### config.mk
export PLATFORM = sky130hd
export DESIGN_NAME = ipd_sequencer
export DESIGN_NICKNAME = d
export VERILOG_FILES = /design/src/rtl/ipd_sequencer.sv
export SDC_FILE = /design/constraint.sdc
export NUM_CORES = 1
export LEC_CHECK = 0
export CORE_AREA = 2 2 191 118
export CTS_CLUSTER_DIAMETER = 120
export DETAILED_ROUTE_END_ITERATION = 6
export DIE_AREA = 0 0 193 120
export GPL_ROUTABILITY_DRIVEN = 0
export PLACE_DENSITY = 0.77
export SYNTH_ARGS = -nofsm -noshare
export SYNTH_HDL_FRONTEND = slang
export SYNTH_SLANG_ARGS = --single-unit
### constraint.sdc
create_clock -name clk_i -period 3.3 [get_ports clk_i]
set_input_delay 0.66 -clock clk_i [delete_from_list [all_inputs] [get_ports clk_i]]
set_output_delay 0.66 -clock clk_i [all_outputs]
set_load 0.005 [all_outputs]
### src/rtl/ipd_sequencer.sv
// ipd_sequencer: per-sample I-PD control law using one shared external multiplier.
// Forms error and differences, accumulates ki*e - kp*dy - kd*d2y onto u_prev, clamps to duty.
module ipd_sequencer #(
  parameter int DW        = 12,
  parameter int FRAC      = 8,
  parameter int DUTY_INIT = 0
) (
  input  logic          clk_i,
  input  logic          reset,
  input  logic          dataf_i,
  input  logic [DW-1:0] ADC_i,
  input  logic [DW-1:0] ref_i,
  input  logic [DW-1:0] ki_i,
  input  logic [DW-1:0] kp_i,
  input  logic [DW-1:0] kd_i,
  output logic          mul_start_o,
  output logic [15:0]   mul_a_o,
  output logic [15:0]   mul_b_o,
  input  logic          mul_done_i,
  input  logic [31:0]   mul_p_i,
  output logic [DW-1:0] duty_o,
  output logic          duty_valid_o,
  output logic          busy_o,
  output logic          overrun_o
);
  typedef enum logic [2:0] {IDLE, DIFF, MUL_I, MUL_P, MUL_D, SAT} state_t;
  localparam logic signed [33:0] UMAX = 34'((64'd1 << DW) - 64'd1);
  state_t state_q, state_d;
  logic dataf_q, primed_q, primed_d, started_q, started_d;
  logic duty_valid_q, duty_valid_d, overrun_q, overrun_d;
  logic [DW-1:0] y_q, y_d, r_q, r_d, y1_q, y1_d, y2_q, y2_d;
  logic [DW-1:0] u_prev_q, u_prev_d, duty_q, duty_d, y1_eff, y2_eff, u_sat;
  logic [DW:0] e_q, e_d, dy_q, dy_d;
  logic [DW+1:0] d2y_q, d2y_d;
  logic signed [33:0] acc_q, acc_d, p_ext, acc_base, u_shift;
  logic trig, mul_st;
  assign trig     = dataf_i & ~dataf_q;
  assign mul_st   = state_q inside {MUL_I, MUL_P, MUL_D};
  assign y1_eff   = primed_q ? y1_q : y_q;
  assign y2_eff   = primed_q ? y2_q : y_q;
  assign p_ext    = {{2{mul_p_i[31]}}, mul_p_i};
  assign acc_base = {{(34-DW-FRAC){1'b0}}, u_prev_q, {FRAC{1'b0}}};
  assign u_shift  = acc_q >>> FRAC;
  // Clamping the stored u_prev as well as duty is what provides anti-windup.
  assign u_sat    = u_shift[33] ? '0 : (u_shift > UMAX) ? {DW{1'b1}} : u_shift[DW-1:0];
  assign mul_start_o  = mul_st & ~started_q;
  assign duty_o       = duty_q;
  assign duty_valid_o = duty_valid_q;
  assign busy_o       = state_q != IDLE;
  assign overrun_o    = overrun_q;
  always_comb begin
    state_d      = state_q;
    y_d          = y_q;
    r_d          = r_q;
    y1_d         = y1_q;
    y2_d         = y2_q;
    e_d          = e_q;
    dy_d         = dy_q;
    d2y_d        = d2y_q;
    acc_d        = acc_q;
    u_prev_d     = u_prev_q;
    primed_d     = primed_q;
    duty_d       = duty_q;
    duty_valid_d = 1'b0;
    overrun_d    = overrun_q | (trig & (state_q != IDLE));
    started_d    = mul_st & ~mul_done_i;
    mul_a_o      = '0;
    mul_b_o      = '0;
    case (state_q)
      IDLE: if (trig) begin
        y_d     = ADC_i;
        r_d     = ref_i;
        state_d = DIFF;
      end
      DIFF: begin
        e_d      = {1'b0, r_q} - {1'b0, y_q};
        dy_d     = {1'b0, y_q} - {1'b0, y1_eff};
        d2y_d    = {2'b0, y_q} - {1'b0, y1_eff, 1'b0} + {2'b0, y2_eff};
        y1_d     = y1_eff;
        y2_d     = y2_eff;
        primed_d = 1'b1;
        state_d  = MUL_I;
      end
      MUL_I: begin
        mul_a_o = {{(16-DW){1'b0}}, ki_i};
        mul_b_o = {{(15-DW){e_q[DW]}}, e_q};
        if (mul_done_i) begin
          acc_d   = acc_base + p_ext;
          state_d = MUL_P;
        end
      end
      MUL_P: begin
        mul_a_o = {{(16-DW){1'b0}}, kp_i};
        mul_b_o = {{(15-DW){dy_q[DW]}}, dy_q};
        if (mul_done_i) begin
          acc_d   = acc_q - p_ext;
          state_d = MUL_D;
        end
      end
      MUL_D: begin
        mul_a_o = {{(16-DW){1'b0}}, kd_i};
        mul_b_o = {{(14-DW){d2y_q[DW+1]}}, d2y_q};
        if (mul_done_i) begin
          acc_d   = acc_q - p_ext;
          state_d = SAT;
        end
      end
      SAT: begin
        duty_d       = u_sat;
        u_prev_d     = u_sat;
        y2_d         = y1_q;
        y1_d         = y_q;
        duty_valid_d = 1'b1;
        state_d      = IDLE;
      end
      default: state_d = IDLE;
    endcase
  end
  always_ff @(posedge clk_i or negedge reset) begin
    if (!reset) begin
      state_q      <= IDLE;
      dataf_q      <= 1'b0;
      y_q          <= '0;
      r_q          <= '0;
      y1_q         <= '0;
      y2_q         <= '0;
      e_q          <= '0;
      dy_q         <= '0;
      d2y_q        <= '0;
      acc_q        <= '0;
      u_prev_q     <= '0;
      primed_q     <= 1'b0;
      started_q    <= 1'b0;
      duty_q       <= DW'(DUTY_INIT);
      duty_valid_q <= 1'b0;
      overrun_q    <= 1'b0;
    end else begin
      state_q      <= state_d;
      dataf_q      <= dataf_i;
      y_q          <= y_d;
      r_q          <= r_d;
      y1_q         <= y1_d;
      y2_q         <= y2_d;
      e_q          <= e_d;
      dy_q         <= dy_d;
      d2y_q        <= d2y_d;
      acc_q        <= acc_d;
      u_prev_q     <= u_prev_d;
      primed_q     <= primed_d;
      started_q    <= started_d;
      duty_q       <= duty_d;
      duty_valid_q <= duty_valid_d;
      overrun_q    <= overrun_d;
    end
  end
endmodule
After elaboration in Yosys (flattened, before gate mapping)
Index checks and enable logic that the tools add are counted.
- $add $sub $neg: 6
- $lt $le $gt $ge: 1
- eq/ne operators: 10
- muxes and demuxes: 17
- bitwise logic cells: 8
- reduce and logical (&&, ||, !) cells: 9
- operator list (operator ; count):
    34-bit two-way mux ; 2
    34-bit case mux with 2 select lines ; 1
    12-bit two-way mux ; 4
    12-bit case mux with 2 select lines ; 2
    16-bit case mux with 3 select lines ; 1
    12-bit case mux with 3 select lines ; 1
    34-bit by 32-bit subtractor with 34-bit output ; 1
    21-bit by 32-bit adder with 33-bit output ; 1
    26-bit by 13-bit > comparator with 1-bit output, second input constant ; 1
    12-bit by 12-bit subtractor with 13-bit output ; 2
    3-bit case mux with 5 select lines ; 1
    14-bit by 12-bit adder with 14-bit output ; 1
    12-bit by 13-bit subtractor with 14-bit output ; 1
    3-bit two-way mux ; 4
    2-bit inequality test, second input constant ; 4
    3-bit by 2-bit equality test with 1-bit output, second input constant ; 2
    3-bit equality test, second input constant ; 2
    3-bit nonzero test ; 2
    1-bit AND ; 4
    4-bit AND reduction ; 1
    2-bit nonzero test ; 2
    3-bit by 1-bit equality test with 1-bit output, second input constant ; 1
    3-bit logical NOT ; 1
    1-bit NOT ; 3
    6 further kinds ; 6
- bits in registers: 142
- bits of input ports: 96
- output and inout bits: 48

Longest topological paths before layout
- depth in word-level cells: 4
- gate-level depth with buffers: 17

Least setup slack after synthesis
No wires, ideal clock.
- kind: flip-flop to flip-flop
- start point: reg primed_q
- end point: reg d2y_q[10]
- library setup time: 0.133 ns
- arrival: 3.347 ns
- setup slack: -0.180 ns
- stages on the path, launching flop included: 18
- buffers on the path: 3
- cell sequence: dfrtp_1 clkbuf_1 clkbuf_1 clkbuf_1 a21oi_1 inv_1 fa_1 inv_1 ha_1 nor2b_1 o21ai_0 a21boi_0 o21ai_0 a21oi_1 a41oi_1 nor2b_1 xnor2_1 o21ai_0
- longest elaborated chain between the ends: 3
- RTL lines (what ; RTL line ; source):
    start: declaration ; 29 ; logic dataf_q, primed_q, primed_d, started_q, started_d;
    start signal: assignment ; 149 ; primed_q <= primed_d;
    12-bit two-way mux ; 39 ; assign y1_eff = primed_q ? y1_q : y_q;
    12-bit by 13-bit subtractor with 14-bit output ; 78 ; d2y_d = {2'b0, y_q} - {1'b0, y1_eff, 1'b0} + {2'b0, y2_eff};
    14-bit by 12-bit adder with 14-bit output * ; 78 ;
    end signal: assignment ; 146 ; d2y_q <= d2y_d;
    end: declaration ; 34 ; logic [DW+1:0] d2y_q, d2y_d;
Mark *: on every way between the ends. The rest lies on a longest branch, timed or not.
A chain may end at the register's enable or synchronous reset.

Worst setup path after layout
- start point: reg primed_q
- end point: reg d2y_q[11]
Same word-level chain as after synthesis.

==> results.md <==
- Post-layout util: approximately 65%
- Unique masters post-synth: 73
- Post-synthesis mux area share: roughly 5.2%
- R2R Path Start: primed_q
- Post-Layout Cell Count: 1822
- Hold-fix buffers, CTS: 0
- Post-synthesis sequential area ratio: 33.0%
- Commonest non-fill, non-tap cell in the layout: nand2_1
- DIE HEIGHT: 120 um
- Worst hold path type: in2async
- Area of the multi-input gates: a little under 0.007 sq mm
- Mapped cell area: ~0.011 sq mm
- Synth Area in Simple Gates: between 15 and 20%
- ANT cells: 0
- Clk_skew: roughly 0.011 ns
- Achievable Freq: 306 MHz
- DR pass1 iterations: 5
- Htree depth: 4
- Mapped Cells: ~1300
- Clock Path Buffers: 2
- Final hold vios: 0
- Die ar.: about 0.023 sq mm
- Starting Density: approximately half
- Minimum clock period: 3.27 ns
- Critical Path End Type: flop
- Async set or reset register ratio after synthesis: 100%
- Final Cycle Share: a little over nine tenths
- Dpl cells: approximately 1800
- CTS Root Buffer Type: clkbuf_16
- Layout net count: 1717
- CP max FO: 22
- Setup tns final: 0 ns
- Synth Area in XOR/XNOR: 4.96%
- Top FF cell, synth: dfrtp_1
- Pwr/cell area: 1180 mW/mm^2
- Slew margin rel.: between 30% and 40%
- Drt initial violations: approximately 1000
- Startpoint Class: flop
- Final setup vio count: 0
- DP Worst Slack: -0.393 ns
- # fillers: 1758
- Setup slack, reg-to-reg: between 0.03 and 0.04 ns
- Post-route ant nets: 0
- Syn Area/Cell: about 8.4 sq um
- Final WS setup: around 0.034 ns
- Dpl cell area: ~0.013 sq mm
- Critical Path RT: between 3 and 4 ns
- DP HPWL: between 20000 and 25000 um
- Row Count: 42
- First-pass GRT wire length: between 50000 and 60000 um
- Pleak: around 6.6 nW
- WP data arrival: between 3 and 4 ns
- Worst Tran Pin Value: around 0.9 ns
- Post-synth EDFFs: 0
- PortBufs: approximately 140
- Crit Path Category: reg2reg
- # DRC: 0
- Global Route Usage Sum: about 29%
- CTS Sinks: between 100 and 150
- Ports: about 140
- Clock-pin slew on the worst setup and hold paths: approximately 0.060 ns
- Final Power: around 17 mW
- Vias in the first global route: about 9900
- Largest net degree at the start of global routing: between 70 and 80
- Max_cap viols: 0
- DIE WIDTH: slightly below 200 um
- Area grow syn2layout: 30.0%
- Fin area: about 0.014 sq mm
- Drt via density: ~5.7
- DRT Wirelength: 32700 um
- Area share of fa/ha/maj cells after synthesis: between 10% and 20%
- CTS Buf Count: 17
- GR Overflow Total: 0
- Layout cells sized above 1: between 10% and 20%
- Initial antenna violation count: 1
- Status: finished, final reports clean
- Critical R2R Capture: d2y_q[11]
- Post-synthesis register bit count: roughly 140
- Unrepaired setup endpoints after global routing: yes
- Hold_ws: roughly 0.24 ns
- CTS tree: built
- Core Box Area: roughly 0.022 sq mm
- VDD IR max: roughly 0.53 mV
- Synth warn: 0
- Clk Latency, worst-skew pair: 0.44 ns
- DR WL/cell: 18.0 um
- Post-synthesis compound-gate area fraction: a little over a fifth
- Most frequent cells in the layout: nand2_1 (182), dfrtp_1 (140), clkdlybuf4s50_1 (138), buf_4 (136), o21ai_0 (120)
- FF/Latch Area: approximately 0.0036 sq mm
- DR vias: about 10000
- Reg2Reg Depth: 14
- Final Max Slew Viols: 0
- Largest family of logic cells by synthesized area: compound AO/OA/AOI/OAI gates
==> synthesized netlist by cell type, types with 16 or more instances <==
cell	number	area [sq um]
a21o_1	35	263
a21oi_1	93	465
clkbuf_1	38	143
dfrtp_1	142	3550
ha_1	82	1030
inv_1	92	345
mux2_2	25	282
mux2i_1	28	280
nand2_1	183	687
nand2b_1	16	100
nand3_1	17	85.1
nor2_1	86	323
nor2b_1	18	113
nor3_1	27	135
o21ai_0	125	626
o31ai_1	22	165
xnor2_1	36	315
xor2_1	25	219
==> state kept, by name, indices dropped and copies added, names as in the netlist, 3 cells and up <==
| register | count |
|---|---|
| y1_q | 12 |
| y2_q | 12 |
| dy_q | 13 |
| duty_o | 12 |
| state_q | 3 |
| acc_q | 34 |
| r_q | 12 |
| y_q | 12 |
| e_q | 13 |
| d2y_q | 14 |
==> layer usage <==
layer / routed length, um / GRT usage, % / vias up
met3: 3780 / 10.2 / 32
met5: 9 / 0 / -
li1: - / - / 4959
met2: 13300 / 40.8 / 474
met4: 417 / 6.82 / 2
met1: 15200 / 42.1 / 4941
==> repair_timing <==
item | in CTS | in global routing
endpoints found under the setup margin | 3 | 18
pin swaps | 0 | 9
buffers inserted | 0 | 5
resized for setup | 2 | 29
==> critical path, stage by stage (launching register included) <==
cell and delay (ns):
dfrtp_2 0.47, buf_4 0.17, buf_12 0.15, nand2_1 0.09, nand2_2 0.07, fa_2 0.53, ha_4 0.30, inv_1 0.05
o21ai_1 0.14, a21o_1 0.14, nand2_1 0.08, a21o_1 0.23, a2111oi_4 0.39, nor3_1 0.10, o31ai_1 0.26
==> layout make-up <==
type | count | area share (%)
Tap cell | 286 | 2.55
Clock inverter | 10 | 0.804
Clock buffer | 21 | 3.21
Inverter | 92 | 2.46
Sequential cell | 142 | 25.4
Multi-Input combinational cell | 995 | 48.2
Timing Repair Buffer | 276 | 17.4
==> power by group <==
| group | total, mW | switching [mW] | leakage, nW | internal, mW |
|---|---|---|---|---|
| clock network | 1.92 | 0.791 | 0.273 | 1.13 |
| registers | 3.21 | 0.656 | 1.76 | 2.56 |
| logic | 11.4 | 6.31 | 4.60 | 5.14 |
==> worst max path at each step <==
| stage | startpoint | endpoint | slack (ns) | depth (start not counted) |
|---|---|---|---|---|
| final | primed_q | d2y_q[11] | 0.03 | 14 |
| after CTS | mul_p_i[0] | acc_q[32] | 0.05 | 12 |
| after global placement | mul_p_i[0] | acc_q[32] | -0.26 | 12 |
| after floorplan | primed_q | d2y_q[10] | 0.009 | 17 |
| after detailed placement | mul_p_i[0] | acc_q[32] | -0.39 | 12 |
| after global routing | primed_q | d2y_q[11] | -0.11 | 14 |
==> logic make-up (layout without fill, tap and decap cells) <==
logic type,count (synthesis),in the layout
muxes,53,53
and+or+nand+nor,404,404
buffers and inverters,153,399
DFF,142,142
xor gates and xnor gates,61,61
AOI/OAI and AO/OA,376,376
adders and majority gates,97,97
other,1,4
Power figures use the tool's default switching activity.
